[src/rtl/led_shift_engine.sv]
// -----------------------------------------------------------------------------
// led_shift_engine
//
// Purpose:
//   Drives an LED bank with a pattern selected by push-buttons. The pattern
//   advances one step per rising edge of the upstream rate tick. A tick held
//   high yields a single step. Buttons are synchronised, then edge-detected.
//
// Ports:
//   clock    in   system clock
//   i_reset  in   synchronous, active-high reset
//   i_valid  in   step tick; may be a 1-cycle pulse or held high
//   i_btn    in   async buttons: bit0=ROT_L, bit1=ROT_R, bit2=PING, bit3=FLASH
//   o_led    out  LED pattern (registered)
//   o_mode   out  current mode: 0=ROT_L, 1=ROT_R, 2=PING, 3=FLASH (registered)
//   o_dir    out  ping-pong direction, 0=toward MSB, 1=toward LSB (registered)
// -----------------------------------------------------------------------------
module led_shift_engine #(
  parameter int NB_LEDS = 4,
  parameter int NB_BTN  = 4
) (
  input  logic               clock,
  input  logic               i_reset,
  input  logic               i_valid,
  input  logic [NB_BTN-1:0]  i_btn,
  output logic [NB_LEDS-1:0] o_led,
  output logic [1:0]         o_mode,
  output logic               o_dir
);

  typedef enum logic [1:0] {
    MODE_ROT_L = 2'd0,
    MODE_ROT_R = 2'd1,
    MODE_PING  = 2'd2,
    MODE_FLASH = 2'd3
  } mode_t;

  localparam logic [NB_LEDS-1:0] LED_LSB  = {{(NB_LEDS-1){1'b0}}, 1'b1};
  localparam logic [NB_LEDS-1:0] LED_MSB  = {1'b1, {(NB_LEDS-1){1'b0}}};
  localparam logic [NB_LEDS-1:0] LED_ALL  = {NB_LEDS{1'b1}};

  // Circular moves: pure bit permutations, population count preserved.
  function automatic logic [NB_LEDS-1:0] rot_left(input logic [NB_LEDS-1:0] v);
    return {v[NB_LEDS-2:0], v[NB_LEDS-1]};
  endfunction

  function automatic logic [NB_LEDS-1:0] rot_right(input logic [NB_LEDS-1:0] v);
    return {v[0], v[NB_LEDS-1:1]};
  endfunction

  logic [NB_BTN-1:0]  sync1_q, sync1_d;
  logic [NB_BTN-1:0]  sync2_q, sync2_d;
  logic [NB_BTN-1:0]  hist_q,  hist_d;
  logic               valid_q, valid_d;
  logic [NB_LEDS-1:0] led_q,   led_d;
  mode_t              mode_q,  mode_d;
  logic               dir_q,   dir_d;

  logic [NB_BTN-1:0]  press;
  logic               step;
  logic [NB_LEDS-1:0] ping_next;

  // ---- edge detection: button presses and tick rising edge ----
  always_comb begin
    sync1_d = i_btn;
    sync2_d = sync1_q;
    hist_d  = sync2_q;
    valid_d = i_valid;
    press   = sync2_q & ~hist_q;
    step    = i_valid & ~valid_q;
  end

  // ---- next-state: mode change beats step; a colliding step is dropped ----
  always_comb begin
    led_d     = led_q;
    mode_d    = mode_q;
    dir_d     = dir_q;
    ping_next = dir_q ? (led_q >> 1) : (led_q << 1);

    if (press[0]) begin
      mode_d = MODE_ROT_L;
      led_d  = LED_LSB;
      dir_d  = 1'b0;
    end else if (press[1]) begin
      mode_d = MODE_ROT_R;
      led_d  = LED_MSB;
      dir_d  = 1'b0;
    end else if (press[2]) begin
      mode_d = MODE_PING;
      led_d  = LED_LSB;
      dir_d  = 1'b0;
    end else if (press[3]) begin
      mode_d = MODE_FLASH;
      led_d  = LED_ALL;
      dir_d  = 1'b0;
    end else if (step) begin
      case (mode_q)
        MODE_ROT_L: led_d = rot_left(led_q);
        MODE_ROT_R: led_d = rot_right(led_q);
        MODE_PING: begin
          led_d = ping_next;
          // Turn around on the same edge the end is reached so the next
          // step leaves the end immediately (no dwell).
          if (!dir_q && ping_next[NB_LEDS-1]) dir_d = 1'b1;
          if ( dir_q && ping_next[0])         dir_d = 1'b0;
        end
        MODE_FLASH: led_d = ~led_q;
      endcase
    end
  end

  // ---- state registers ----
  always_ff @(posedge clock) begin
    if (i_reset) begin
      sync1_q <= '0;
      sync2_q <= '0;
      hist_q  <= '0;
      valid_q <= 1'b0;
      led_q   <= LED_LSB;
      mode_q  <= MODE_ROT_L;
      dir_q   <= 1'b0;
    end else begin
      sync1_q <= sync1_d;
      sync2_q <= sync2_d;
      hist_q  <= hist_d;
      valid_q <= valid_d;
      led_q   <= led_d;
      mode_q  <= mode_d;
      dir_q   <= dir_d;
    end
  end

  assign o_led  = led_q;
  assign o_mode = mode_q;
  assign o_dir  = dir_q;

endmodule

[config.mk]
export PLATFORM = sky130hd
export DESIGN_NAME = led_shift_engine
export DESIGN_NICKNAME = d
export VERILOG_FILES = /design/src/rtl/led_shift_engine.sv
export SDC_FILE = /design/constraint.sdc
export NUM_CORES = 1
export LEC_CHECK = 0
export ABC_AREA = 1
export CORE_UTILIZATION = 40
export CTS_CLUSTER_DIAMETER = 40
export DETAILED_ROUTE_END_ITERATION = 8
export GPL_ROUTABILITY_DRIVEN = 0
export PLACE_DENSITY = 0.59
export SYNTH_ARGS = -nofsm -noshare
export SYNTH_HDL_FRONTEND = slang
export SYNTH_SLANG_ARGS = --single-unit
[constraint.sdc]
create_clock -name clock -period 1.05 [get_ports clock]
set_input_delay 0.105 -clock clock [delete_from_list [all_inputs] [get_ports clock]]
set_output_delay 0.105 -clock clock [all_outputs]
set_load 0.01 [all_outputs]
==> results of run 1 <==
-- layer usage --
layer,part of all wire [%],vias up,wire length (um)
li1,-,406,-
met1,48,329,760
met2,48,16,765
met3,3.1,2,49
met4,1.3,0,21
met5,0,-,0
-- cell usage in the layout (no fill, tap or decap), types with 3 or more instances in the layout --
cell type	n
dfxtp_2	4
a21oi_1	5
o21ai_0	3
buf_4	9
inv_1	23
clkdlybuf4s50_1	6
nand3_1	5
nand2_1	20
nor2_2	6
clkdlybuf4s15_1	5
nand2_2	5
nor2_1	18
dfxtp_1	14
clkbuf_4	3
-- registers in the layout, indices dropped and copies added, names as in the netlist --
name	flops
o_mode	2
hist_d	4
valid_q	1
hist_q	4
o_led	4
o_dir	1
sync1_q	4
-- kinds of logic after synthesis --
| kind of cell | share of synthesized area, % |
|---|---|
| simple gates | 29.0 |
| flops | 49.4 |
| buf+inv | 12.0 |
| compound gates | 9.57 |
-- worst min-delay path by stage --
stage | end | startpoint
after global routing | sync1_q[2] | i_btn[2]
after detailed placement | hist_d[0] | sync1_q[0]
after CTS | sync1_q[3] | i_btn[3]
final | sync1_q[3] | i_btn[3]
after global placement | hist_d[0] | sync1_q[0]
after floorplan | hist_d[0] | i_reset
-- where the power goes --
group	switching, mW	total, mW	internal, mW
combinational	0.144	0.273	0.130
clock	0.223	0.434	0.211
sequential	0.0257	0.826	0.800
total	0.392	1.53	1.14
-- layout make-up --
type                            instances  area, sq um  share of cell area (%)
Inverter                               25         93.8                    8.42
Multi-Input combinational cell         71          342                    30.6
Clock buffer                            4         36.3                    3.25
Tap cell                               25         31.3                    2.81
Sequential cell                        20          413                    37.0
Timing Repair Buffer                   23          199                    17.8
-- through the flow --
step                       TNS [ns]  power (mW)  area (sq um)  hold WS, ns  instances
after floorplan                   0       0.977           811        0.176        117
after global placement       -0.757        1.11          1040        0.390        164
after detailed placement     -0.814        1.11          1040        0.402        164
after CTS                         0        1.54          1090        0.310        168
after global routing      -0.000464        1.62          1110        0.310        168
final                             0        1.53          1110        0.320        168
-- repair_timing --
| item | 4_1_cts | 5_1_grt |
|---|---|---|
| pin swaps | 0 | 3 |
| endpoints found under the setup margin | 11 | 12 |
| hold endpoints to repair | 0 | 0 |
| resized for setup | 19 | 18 |
| hold buffers | 0 | 0 |
==> impl_metrics.tcl, run 1 <==
set metrics [dict create \
    status "finished, final reports clean" \
    nFillCells 185 \
    power.leakage_nw 0.515 \
    syn_inst 117 \
    endpoint "o_led[1]" \
    netlist-cell-type-count 15 \
    hpwl_um 1230 \
    p_per_area_mw_per_mm2 1380 \
    ys_ff_latch 20 \
    endpoint_kind "output port" \
    top_usage_layer "met2" \
    clk_path_buf_depth 2 \
    drt-pass1-iter-count 4 \
    r2r_start "hist_q[2]" \
    grtUsageMet2_pct 27.5 \
    grt_util_met1_pct 19.9 \
    hold_viol 0 \
    dr_total_vias 753 \
    crit_required_ns 0.94 \
    fin_util_pct 61.2 \
    critical_path_class "reg -> out" \
    max_slew_margin_pct 81.2 \
    grt_pass1_wl_um 2590 \
    syn_nets 124 \
    hold_path.class "in -> reg" \
    antenna_cells 0 \
    yosys_most_used_dff "dfxtp_1" \
    synth_most_common_cell "inv_1" \
    nets 151 \
    cp-startpoint "o_led[1]" \
    worst_r2r_path_depth 7 \
    antenna_found_initial 0 \
    grt_pass1_vias 660 \
    cts-root-buf "clkbuf_4" \
    numPortBuffers 13 \
    syn_area_per_cell_sq_um 6.93 \
    pin_count 14 \
    dr.first_iter.drc_count 9 \
    cp_slowest_cell "dfxtp_1" \
    synth-edff-count 0 \
    post-cts-setup-buffers 0 \
    start_util_pct 44.5 \
    fin_crit_sh_pct 93.8 \
    die_x_um 47.0 \
    setup_viol 0 \
    maxCapViolCount 0 \
    synth_top_area_share_pct 49.4 \
    tritoncts "yes" \
    grtUsageTotal_pct 17.0 \
    ys_async_sr_fraction_pct 0 \
    synth_top_area_cell "dfxtp_1" \
    cp_top_family "flip-flops" \
    netlist_area_sq_um 811 \
    syn_to_final_growth_pct 37.5 \
    drive_gt1_share_pct 25.9 \
    met3_usage_pct 3.85 \
    path_buf_inv 1 \
    r2r_end "o_led[3]" \
    setup_ws_ns 0.0648 \
    htree_levels 1 \
    grt_max_degree 14 \
    place_worst_setup_slack_ns -0.177 \
    wire_per_inst_um 9.50 \
    wl_um 1600 \
    clock_latency_ns 0.29 \
    clk_pin_slew_ns 0.11 \
    max_slew.worst_pin.slew_ns 0.281 \
    cts_buffers 3 \
    netlist_top_cells_area "dfxtp_1 49%, inv_1 11%, nand2_1 11%" \
    yosysSeqAreaShare_pct 49.4 \
    rows 15 \
    clock_sinks 20 \
    clock_skew_ns 0.00626 \
    ant_nets 0 \
    fin_crit_ns 0.985 \
    worst_ir_drop_vdd_v 0.00101 \
    path_depth 1 \
    critical_path_arrival_ns 0.88 \
    hold_depth 3 \
    overflow 0 \
    start_kind "register" \
    synthTopCellsByCount "24 x inv_1, 23 x nand2_1, 23 x nor2_1, 20 x dfxtp_1, 6 x a21oi_1" \
    via_per_inst 4.48 \
    drv_slew 0 \
    cp_max_fo 2 \
    dieArea_sq_mm 0.00221 \
    fp.dieH_um 47.0 \
    cpPeakStageDelay_ns 0.34 \
    max_freq_mhz 1020 \
    drcViolationCount 0 \
    ff2ff_setup_slack_ns 0.07 \
    yosysWarnings 0 \
    crit_chain "clkdlybuf4s15_1" \
    core_sq_mm 0.00182 \
]
Note: power is estimated with default switching activity, not from simulation.
==> run 2: changes to the inputs <==
--- a/config.mk
+++ b/config.mk
@@ -6,11 +6,13 @@
 export NUM_CORES = 1
 export LEC_CHECK = 0
 export ABC_AREA = 1
-export CORE_UTILIZATION = 40
+export ABC_CLOCK_PERIOD_IN_PS = 1050
+export CAP_MARGIN = 20
+export CORE_UTILIZATION = 49
 export CTS_CLUSTER_DIAMETER = 40
 export DETAILED_ROUTE_END_ITERATION = 8
 export GPL_ROUTABILITY_DRIVEN = 0
-export PLACE_DENSITY = 0.59
+export PLACE_DENSITY = 0.71
 export SYNTH_ARGS = -nofsm -noshare
 export SYNTH_HDL_FRONTEND = slang
 export SYNTH_SLANG_ARGS = --single-unit
==> impl_metrics.tcl, run 2 (synthesis results as in run 1) <==
set metrics [dict create \
    status "finished, final reports clean" \
    fin_crit_ns 1.04 \
    numPortBuffers 13 \
    grt_pass1_wl_um 2590 \
    start_util_pct 53.2 \
    final_common_cell "inv_1" \
    clock_sinks 20 \
    crit_required_ns 1.24 \
    cts_buffers 3 \
    grtUsageTotal_pct 19.1 \
    antenna_cells 0 \
    cts-root-buf "clkbuf_4" \
    hold_path.class "in -> reg" \
    max_freq_mhz 962 \
    via_per_inst 4.86 \
    overflow 0 \
    drive_gt1_share_pct 29.8 \
    wire_per_inst_um 10.1 \
    hold_viol 0 \
    rows 14 \
    dr.first_iter.drc_count 18 \
    clock_skew_ns 0.00541 \
    postCtsHoldBufs 0 \
    maxCapViolCount 0 \
    antenna_found_initial 0 \
    r2r_start "hist_q[3]" \
    setup_viol 0 \
    final_cell_mix "23 x inv_1, 18 x nor2_1, 18 x nand2_1, 14 x dfxtp_1, 8 x buf_4" \
    dieArea_sq_mm 0.00182 \
    hpwl_um 1130 \
    holdCritStartpoint "i_btn[2]" \
    critical_path_arrival_ns 1.23 \
    fp.dieH_um 42.7 \
    dr_total_vias 763 \
    pin_count 14 \
    fin_hold_ws_ns 0.315 \
    max_slew_margin_pct 84.2 \
    finalInstanceArea_sq_mm 0.00110 \
    critical_path_class "reg -> reg" \
    post-cts-setup-buffers 0 \
    p_per_area_mw_per_mm2 1560 \
    tritoncts "yes" \
    tns_ns 0 \
    grt_max_degree 14 \
    cp-startpoint "hist_q[3]" \
    syn_to_final_growth_pct 35.8 \
    worst_ir_drop_vdd_v 0.00105 \
    max_slew.worst_pin.slew_ns 0.237 \
    endpoint_kind "register" \
    power.leakage_nw 0.517 \
    nets 149 \
    clock_latency_ns 0.30 \
    start_kind "register" \
    die_x_um 42.7 \
    wl_um 1590 \
    grt_pass1_vias 658 \
    ant_nets 0 \
    core_sq_mm 0.00152 \
    drv_slew 0 \
    drcViolationCount 0 \
    htree_levels 1 \
    rsz0062_at_grt "yes" \
    drt-pass1-iter-count 4 \
    fin_crit_sh_pct 99.0 \
    clk_path_buf_depth 2 \
    clk_pin_slew_ns 0.11 \
    cp_max_fo 4 \
    place_area_sq_mm 0.00102 \
]
run 2: cell types whose count changed in the layout (fill, tap and decap cells not counted), moves of 2 or more:
cell	delta
clkdlybuf4s15_1	-3
clkbuf_2	+2
nand2_1	-2
nand2_2	+2
run 2: through the flow:
stage	std cells	power, mW	utilization [%]	setup slack [ns]
final	157	1.72	72.2	0.0110
after global routing	157	1.80	72.2	-0.0517
after CTS	157	1.71	70.8	0.000102
after detailed placement	153	1.10	66.7	-0.194
after global placement	153	1.10	66.7	-0.161
after floorplan	117	0.977	-	0.0494
run 2: routing by layer:
layer / track usage (%) / part of all wire [%]
met2: 30.9 / 52
met4: 10.0 / 0.82
met5: 0 / 0
met3: 5.11 / 3.4
met1: 23.0 / 44
run 2: final cells by class:
type	count	area, sq um
Fill cell	127	423
Sequential cell	20	413
Multi-Input combinational cell	71	357
Timing Repair Buffer	21	165
Inverter	25	93.8
Clock inverter	1	30.0
Clock buffer	3	22.5
Tap cell	16	20.0
run 2: final timing paths:
path | slack [ns] | to | cells past startpoint
min reg2reg | 0.41 | hist_d[1] | 2
max reg2reg | 0.01 | o_led[1] | 7
min | 0.32 | sync1_q[2] | 3
max | 0.01 | o_led[1] | 7
run 2: what timing repair did:
item                                    CTS  global route
endpoints found under the setup margin    9            13
resized for setup                        18            26
pin swaps                                 0             2
hold endpoints to repair                  0             0
run 2: critical path, cell delays in order, from the launching register on:
cell,delay [ns]
dfxtp_2,0.33
inv_1,0.04
nand2_2,0.10
inv_2,0.05
nor2_2,0.14
o21ai_0,0.12
nor2_1,0.12
nor2_1,0.05
run 2: power by group:
| group | switching, mW | total, mW | internal (mW) |
|---|---|---|---|
| clock | 0.231 | 0.616 | 0.386 |
| combinational | 0.148 | 0.272 | 0.124 |
| sequential | 0.0259 | 0.826 | 0.801 |
